===== src/rtl/uart_pkg.sv =====
// Shared definitions for the FIFO-fed UART transmitter.
// Optional feature macro: FIFO_UART_TX_PARITY_EN (adds the even-parity state).
package uart_pkg;

    localparam logic IDLE_LEVEL  = 1'b1;
    localparam logic START_LEVEL = 1'b0;
    localparam logic STOP_LEVEL  = 1'b1;

`ifdef FIFO_UART_TX_PARITY_EN
    typedef enum logic [2:0] {
        IDLE,
        FETCH,
        START,
        DATA,
        PARITY,
        STOP
    } tx_state_t;
`else
    typedef enum logic [2:0] {
        IDLE,
        FETCH,
        START,
        DATA,
        STOP
    } tx_state_t;
`endif

endpackage


===== src/rtl/uart_baud_tick.sv =====
// Bit-period counter: counts 0..SYMBOL_EDGE_TIME-1, ticks on the last count.
module uart_baud_tick #(
    parameter int unsigned SYMBOL_EDGE_TIME = 10
) (
    input  logic clk,
    input  logic rst_n,
    input  logic i_clear,
    output logic o_tick_c
);

    localparam int unsigned CNT_W = (SYMBOL_EDGE_TIME > 1) ? $clog2(SYMBOL_EDGE_TIME) : 1;
    localparam logic [CNT_W-1:0] TERM = CNT_W'(SYMBOL_EDGE_TIME - 1);

    logic [CNT_W-1:0] r_count;

    // Restart on clear (state entry) or after the terminal count
    always_ff @(posedge clk or negedge rst_n) begin
        if (!rst_n) begin
            r_count <= '0;
        end else if (i_clear || (r_count == TERM)) begin
            r_count <= '0;
        end else begin
            r_count <= r_count + CNT_W'(1);
        end
    end

    assign o_tick_c = (r_count == TERM);

endmodule


===== src/rtl/fifo_uart_tx.sv =====
// Drains an upstream FIFO and serialises each entry as a UART frame.
// Optional feature macro: FIFO_UART_TX_PARITY_EN (even parity bit before stop).
module fifo_uart_tx
    import uart_pkg::*;
#(
    parameter int unsigned CLOCK_FREQ = 125_000_000,
    parameter int unsigned BAUD_RATE  = 115_200,
    parameter int unsigned WIDTH      = 8
) (
    input  logic             clk,
    input  logic             rst_n,
    output logic             fifo_rd_en,
    input  logic [WIDTH-1:0] fifo_dout,
    input  logic             fifo_empty,
    output logic             serial_out,
    output logic             busy
);

    localparam int unsigned SYMBOL_EDGE_TIME = CLOCK_FREQ / BAUD_RATE;
    localparam int unsigned IDX_W            = (WIDTH > 1) ? $clog2(WIDTH) : 1;
    localparam logic [IDX_W-1:0] LAST_IDX    = IDX_W'(WIDTH - 1);

    tx_state_t        r_state;
    tx_state_t        w_state_next;
    logic [WIDTH-1:0] r_shift;
    logic [WIDTH-1:0] w_shift_next;
    logic [IDX_W-1:0] r_bit_idx;
    logic [IDX_W-1:0] w_bit_idx_next;
    logic             r_armed;
    logic             r_serial_out;
    logic             w_serial_next;
    logic             r_busy;
    logic             w_tick;
    logic             w_clear;
`ifdef FIFO_UART_TX_PARITY_EN
    logic             r_parity;
`endif

    // Counter restarts whenever the FSM changes state
    assign w_clear = (w_state_next != r_state);

    uart_baud_tick #(
        .SYMBOL_EDGE_TIME(SYMBOL_EDGE_TIME)
    ) u_baud_tick (
        .clk      (clk),
        .rst_n    (rst_n),
        .i_clear  (w_clear),
        .o_tick_c (w_tick)
    );

    // Next-state, shift and read-strobe decode
    always_comb begin
        w_state_next   = r_state;
        w_shift_next   = r_shift;
        w_bit_idx_next = r_bit_idx;
        fifo_rd_en     = 1'b0;
        case (r_state)
            IDLE: begin
                // r_armed keeps the strobe low until the first edge after reset release
                if (r_armed && !fifo_empty) begin
                    fifo_rd_en   = 1'b1;
                    w_state_next = FETCH;
                end
            end
            FETCH: begin
                w_shift_next   = fifo_dout;
                w_bit_idx_next = '0;
                w_state_next   = START;
            end
            START: begin
                if (w_tick) w_state_next = DATA;
            end
            DATA: begin
                if (w_tick) begin
                    if (r_bit_idx == LAST_IDX) begin
`ifdef FIFO_UART_TX_PARITY_EN
                        w_state_next = PARITY;
`else
                        w_state_next = STOP;
`endif
                    end else begin
                        w_bit_idx_next = r_bit_idx + IDX_W'(1);
                        w_shift_next   = r_shift >> 1;
                    end
                end
            end
`ifdef FIFO_UART_TX_PARITY_EN
            PARITY: begin
                if (w_tick) w_state_next = STOP;
            end
`endif
            STOP: begin
                if (w_tick) w_state_next = IDLE;
            end
            default: w_state_next = IDLE;
        endcase
    end

    // Line level for the state being entered, so the register lines up with r_state
    always_comb begin
        w_serial_next = IDLE_LEVEL;
        case (w_state_next)
            START:  w_serial_next = START_LEVEL;
            DATA:   w_serial_next = w_shift_next[0];
`ifdef FIFO_UART_TX_PARITY_EN
            PARITY: w_serial_next = r_parity;
`endif
            STOP:   w_serial_next = STOP_LEVEL;
            default: w_serial_next = IDLE_LEVEL;
        endcase
    end

    // State, datapath and registered outputs
    always_ff @(posedge clk or negedge rst_n) begin
        if (!rst_n) begin
            r_state      <= IDLE;
            r_shift      <= '0;
            r_bit_idx    <= '0;
            r_armed      <= 1'b0;
            r_serial_out <= IDLE_LEVEL;
            r_busy       <= 1'b0;
        end else begin
            r_state      <= w_state_next;
            r_shift      <= w_shift_next;
            r_bit_idx    <= w_bit_idx_next;
            r_armed      <= 1'b1;
            r_serial_out <= w_serial_next;
            r_busy       <= (w_state_next != IDLE);
        end
    end

`ifdef FIFO_UART_TX_PARITY_EN
    // Even parity captured alongside the data word
    always_ff @(posedge clk or negedge rst_n) begin
        if (!rst_n) begin
            r_parity <= 1'b0;
        end else if (r_state == FETCH) begin
            r_parity <= ^fifo_dout;
        end
    end
`endif

    assign serial_out = r_serial_out;
    assign busy       = r_busy;

endmodule


===== config.mk =====
export PLATFORM = sky130hd
export DESIGN_NAME = fifo_uart_tx
export DESIGN_NICKNAME = d
export VERILOG_FILES = /design/src/rtl/uart_pkg.sv /design/src/rtl/uart_baud_tick.sv /design/src/rtl/fifo_uart_tx.sv
export SDC_FILE = /design/constraint.sdc
export NUM_CORES = 1
export LEC_CHECK = 0
export ABC_CLOCK_PERIOD_IN_PS = 2220
export CORE_MARGIN = 3
export CORE_UTILIZATION = 56
export DETAILED_ROUTE_END_ITERATION = 10
export PLACE_DENSITY = 0.78
export SLEW_MARGIN = 20
export SYNTH_ARGS = -nofsm -noshare
export SYNTH_HDL_FRONTEND = slang
export SYNTH_SLANG_ARGS = --single-unit

===== constraint.sdc =====
create_clock -name clk -period 2.22 [get_ports clk]
set_input_delay 0.333 -clock clk [delete_from_list [all_inputs] [get_ports clk]]
set_output_delay 0.333 -clock clk [all_outputs]
set_load 0.01 [all_outputs]

# After elaboration in Yosys (flattened, before gate mapping)
# Cells that the tools add are included.
dict set report totals {
  regBits 28
  input_bits 11
  out_inout_bits 3
  wordCells 44
}
dict set report op_classes {
  add_sub_neg 2
  n_eq_ne 11
  n_mux 16
  n_reduce_logical 7
}
# cell count
set ops {}
lappend ops {{two-way mux 3 bit} 7}
lappend ops {{two-way mux 8 bit} 2}
lappend ops {{case mux 8 bit (2 select lines)} 1}
lappend ops {{case mux 3 bit (5 select lines)} 1}
lappend ops {{equality test 3 x 2 -> 1 bit (second input constant)} 4}
lappend ops {{adder 11 x 1 -> 11 bit (second input constant)} 1}
lappend ops {{equality test 11 bit (second input constant)} 1}
lappend ops {{two-way mux 11 bit} 1}
lappend ops {{equality test 3 bit (second input constant)} 2}
lappend ops {{case mux 3 bit (2 select lines)} 1}
lappend ops {{adder 3 x 1 -> 3 bit (second input constant)} 1}
lappend ops {{equality test 3 x 1 -> 1 bit (second input constant)} 1}
lappend ops {{logical NOT 3 bit} 1}
lappend ops {{!= test 3 bit} 1}
lappend ops {{AND reduction 3 bit} 1}
lappend ops {{nonzero test 3 bit} 1}
lappend ops {{two-way mux 1 bit} 2}
lappend ops {{!= test 2 x 1 -> 1 bit (second input constant)} 1}
lappend ops {{!= test 2 bit (second input constant)} 1}
lappend ops {{case mux 1 bit (2 select lines)} 1}
lappend ops {{nonzero test 2 bit} 1}
lappend ops {{logical AND 1 bit} 1}
lappend ops {{logical NOT 1 bit} 1}
lappend ops {{logical OR 1 bit} 1}

# Longest topological paths before layout
dict set report logic_depth {
  ltp_word 7
  depth_mapped 7
  ltp_nobuf 6
}

# Hierarchy
# A second synthesis with hierarchy kept.
dict set report hier_totals {
  hier_cells 152
  hier_area_um2 1481.4
}
# mod n_inst cells_each area_per_inst_um2 seq_area_each_um2
set modules_own_cells {}
lappend modules_own_cells {fifo_uart_tx 1 86 854.6 426.7}
lappend modules_own_cells {uart_baud_tick 1 66 626.9 275.3}

# Worst setup path after synthesis
# Ideal clock, no wire load.
dict set report synth_path {
  kind {register -> register}
  startpoint {reg r_bit_idx[0]}
  endpoint {reg r_shift[7]}
  setup_time_ps 121
  t_arrival_ps 1451
  t_required_ps 2099
  path_slack_ps 648
  stages_incl_launch_ff 7
  n_path_buf 1
  synth_period_minus_slack_ps 1572
  path_cell_list {dfrtp_1 -> ha_1 -> ha_1 -> and4b_1 -> buf_6 -> o21ai_0 -> a22o_1}
}
dict set report synth_between {
  elab_chain_cells 3
}
# item line_no
set synth_lines {}
lappend synth_lines {{start: declaration} fifo_uart_tx.sv:27} ;# logic [IDX_W-1:0] r_bit_idx;
lappend synth_lines {{start signal: assignment} fifo_uart_tx.sv:125} ;# r_bit_idx <= w_bit_idx_next;
lappend synth_lines {{equality test 3 bit} fifo_uart_tx.sv:75} ;# if (r_bit_idx == LAST_IDX) begin
lappend synth_lines {{!= test 2 bit (no line)} n/a}
lappend synth_lines {{AND reduction 3 bit (no line)} n/a}
lappend synth_lines {{end signal: assignment} fifo_uart_tx.sv:124} ;# r_shift <= w_shift_next;
lappend synth_lines {{end: declaration} fifo_uart_tx.sv:25} ;# logic [WIDTH-1:0] r_shift;
# Every way passes these cells.
# A chain may end at the register's enable or synchronous reset.

# Worst setup path in the final report
dict set report layout_path {
  startpoint {reg r_state[0]}
  endpoint {out fifo_rd_en}
}
dict set report layout_between {
  elab_chain_cells 2
}
# item line_no
set layout_lines {}
lappend layout_lines {{start: declaration} fifo_uart_tx.sv:23} ;# tx_state_t r_state;
lappend layout_lines {{start signal: assignment} fifo_uart_tx.sv:123} ;# r_state <= w_state_next;
lappend layout_lines {{logical NOT 3 bit} fifo_uart_tx.sv:57} ;# case (r_state)
lappend layout_lines {{two-way mux 1 bit} fifo_uart_tx.sv:57}
lappend layout_lines {{end: declaration} fifo_uart_tx.sv:12} ;# output logic fifo_rd_en,
# Every way passes these cells.

==> metrics.md <==
| Metric | Value |
|---|---|
| Crit. End Element | `output pin` |
| Fraction of registers with async set/reset | `1.00` |
| Worst Skew | `13.4 ps` |
| Final Max Slew Viols | `0` |
| Mapped Nets | `163` |
| Port buffer count | `13` |
| # hold bufs at CTS | `0` |
| Final period util | `0.942` |
| Worst VDD drop | `0.635 mV` |
| Initial antenna violation count | `0` |
| P_sw | `0.450 mW` |
| Max FO, Critical Path | `6` |
| Clk root buf | `clkbuf_4` |
| Compound-Gate Fraction of Synth Area | `0.0976` |
| Sequential fraction of the synthesis area | `0.476` |
| CP startpoint kind | `flop` |
| Final min period | `2090 ps` |
| Dominant synthesized flop cell | `dfrtp_1` |
| Biggest area consumer among synthesized cells | `dfrtp_1` |
| Via Count | `1,172` |
| RSZ-0062 raised after global routing | `false` |
| Total Power | `1.29 mW` |
| Yosys reg bits | `28` |
| Placer Congestion | `0.760` |
| Sw Share | `0.350` |
| Main combinational cell family by area after synthesis | `simple AND/OR/NAND/NOR gates` |
| Die X | `57.3 µm` |
| Synth warnings | `0` |
| Antenna Cells | `0` |
| Leakage | `0.772 nW` |
| Nets | `177` |
| Clock sink count | `28` |
| Initial Util | `0.624` |
| Number of global-route vias before repair | `1,140` |
| Core area | `0.00236 mm²` |
| Simple-Gate Fraction of Synth Area | `0.295` |
| Post-DP Area | `0.00162 mm²` |
| Top Ports | `14` |
| Total track usage | `0.188` |
| CTS tree | `yes` |
| Gr ovfl total | `0` |
| Post-Syn Area | `0.00147 mm²` |
| Setup TNS | `0 ps` |
| Required @ worst endpoint | `1890 ps` |
| Routed wire length | `2870 µm` |
| Final ANT Viol Nets | `0` |
| Clock power frac | `0.170` |
| Synth unique cells | `41` |
| Number of flops mapped to enable cells by yosys | `0` |
| CTS max path bufs | `2` |
| Internal | `0.837 mW` |
| Xor and xnor fraction of the mapped netlist area | `0.0416` |
| Die height | `57.3 µm` |
| 1st-pass router iterations | `4` |
| Area Growth Syn to Fin | `12.1%` |
| WL per Instance | `15.2 µm` |
| Max-Cap Viols | `0` |
| Share of cells above drive strength 1 | `0.0994` |
| Dpl hpwl | `2020 µm` |
| Top cells by area, synth | `dfrtp_1, nand3_1, nand4_1` |
| Mux share of post-synthesis cell area | `0.0136` |
| Comb pwr share | `0.283` |
| # Post-CTS Setup Buffers | `0` |
| First-pass GRT wire length | `4910 µm` |
| HP Class | `primary input to async pin` |
| Achievable Freq | `478 MHz` |
| H-tree depth reported by CTS | `1` |
| Commonest non-fill, non-tap cells in the layout | `dfrtp_1, nand3_1, nor2_1` |
| Rows | `17` |
| Drt via density | `6.20` |
| DRC errors left | `0` |
| CTS buffer count | `3` |
| Synth top area share | `0.458` |
| Dpl ws | `167 ps` |
| Register Area | `702 µm²` |
| Adder-cell area share of the yosys netlist | `0.0340` |
| Largest net degree at the start of global routing | `29` |
| Critical path type | `flop to output pin` |
| Most common cell after layout, fill and taps aside | `dfrtp_1` |
| Final Setup Violations | `0` |
| Final Hold Viols | `0` |
| Synth Instances | `148` |
| Clk pin slew, worst setup/hold paths | `150 ps` |
| Cts repair resizes | `0` |
| Mean Syn Cell Area | `9.96 µm²` |
| Initial DRC Count | `47` |
| Finished Cell Area | `0.00165 mm²` |
| Worst-Skew Late Latency | `330 ps` |
| Filler cells | `182` |
| Die area | `0.00328 mm²` |
| R2r setup slk | `270 ps` |
| Total power divided by cell area | `779 mW/mm²` |
| Status | `finished, final reports clean` |
| Setup slack after layout | `128 ps` |
| Seq pwr share | `0.548` |
| Worst path arrival time | `1760 ps` |
| Multi-input logic area | `722 µm²` |
sequential cells by signal (all words and copies together) (netlist names):
| signal | count |
|---|---|
| u_baud_tick.r_count | 11 |
| r_shift | 8 |
| serial_out | 1 |
| r_bit_idx | 3 |
| r_armed | 1 |
| r_state | 3 |
| busy | 1 |
area by class of cell:
class,count,share of cell area
sequential,28,0.425
multi-input combinational,109,0.437
inverter,4,0.00908
clock buffer,4,0.0159
tap,28,0.0212
timing repair buffer,16,0.0924
through the flow:
step / hold WS [ps] / instances / utilization
after floorplan: 37.4 / 148 / -
after global placement: 488 / 185 / 0.686
after detailed placement: 524 / 185 / 0.686
after CTS: 364 / 189 / 0.697
after global routing: 379 / 189 / 0.700
final: 353 / 189 / 0.700
power by group through the flow:
stage / Sequential, mW / Clock (mW) / Combinational (mW)
detailed placement: 0.713 / 0 / 0.365
CTS: 0.704 / 0.227 / 0.368
global route: 0.721 / 0.237 / 0.421
global placement: 0.704 / 0 / 0.350
floorplan: 0.690 / 0 / 0.282
finish: 0.705 / 0.219 / 0.364
metal layers:
layer	part of all wire	up-vias	global-route usage
li1	-	567	-
met2	0.50	20	0.318
met3	0.027	6	0.0294
met1	0.46	579	0.239
met4	0.014	0	0.0795
met5	0	-	0
cells by family (layout without fill, tap and decap cells):
family          count (synthesis)  count (layout)
flops                          28              28
xor+xnor                        7               7
fa+ha+maj                       4               4
compound gates                 19              19
mux                             2               2
other cells                     1               1
simple gates                   76              76
buf+inv                        11              24
critical path: stages, from the launching register on:
cell and delay (ps):
dfrtp_1 470, nor2_2 230, and2_1 200, clkdlybuf4s50_1 540
path summary, 6_finish.rpt:
path                                        start                endpoint  cells past startpoint
setup / recovery                       r_state[0]              fifo_rd_en                      3
hold / removal                              rst_n  u_baud_tick.r_count[0]                      2
setup reg to reg           u_baud_tick.r_count[0]              r_shift[7]                      6
hold reg to reg            u_baud_tick.r_count[0]  u_baud_tick.r_count[0]                      1
max in group asynchronous                   rst_n              serial_out                      2
min in group clk           u_baud_tick.r_count[0]  u_baud_tick.r_count[0]                      1
Yosys cell counts (2+ instances only):
cell	count
nand3_1	24
nor2_1	16
a21oi_1	2
nand4_1	11
xor2_1	5
buf_6	2
nand2b_1	2
xnor2_1	2
o21ai_0	4
ha_1	4
or3_1	2
clkbuf_1	3
nand2_1	7
inv_1	4
mux2i_1	2
and3_1	2
a22oi_1	6
dfrtp_1	27
No activity file was read; power rests on OpenSTA's default activity.
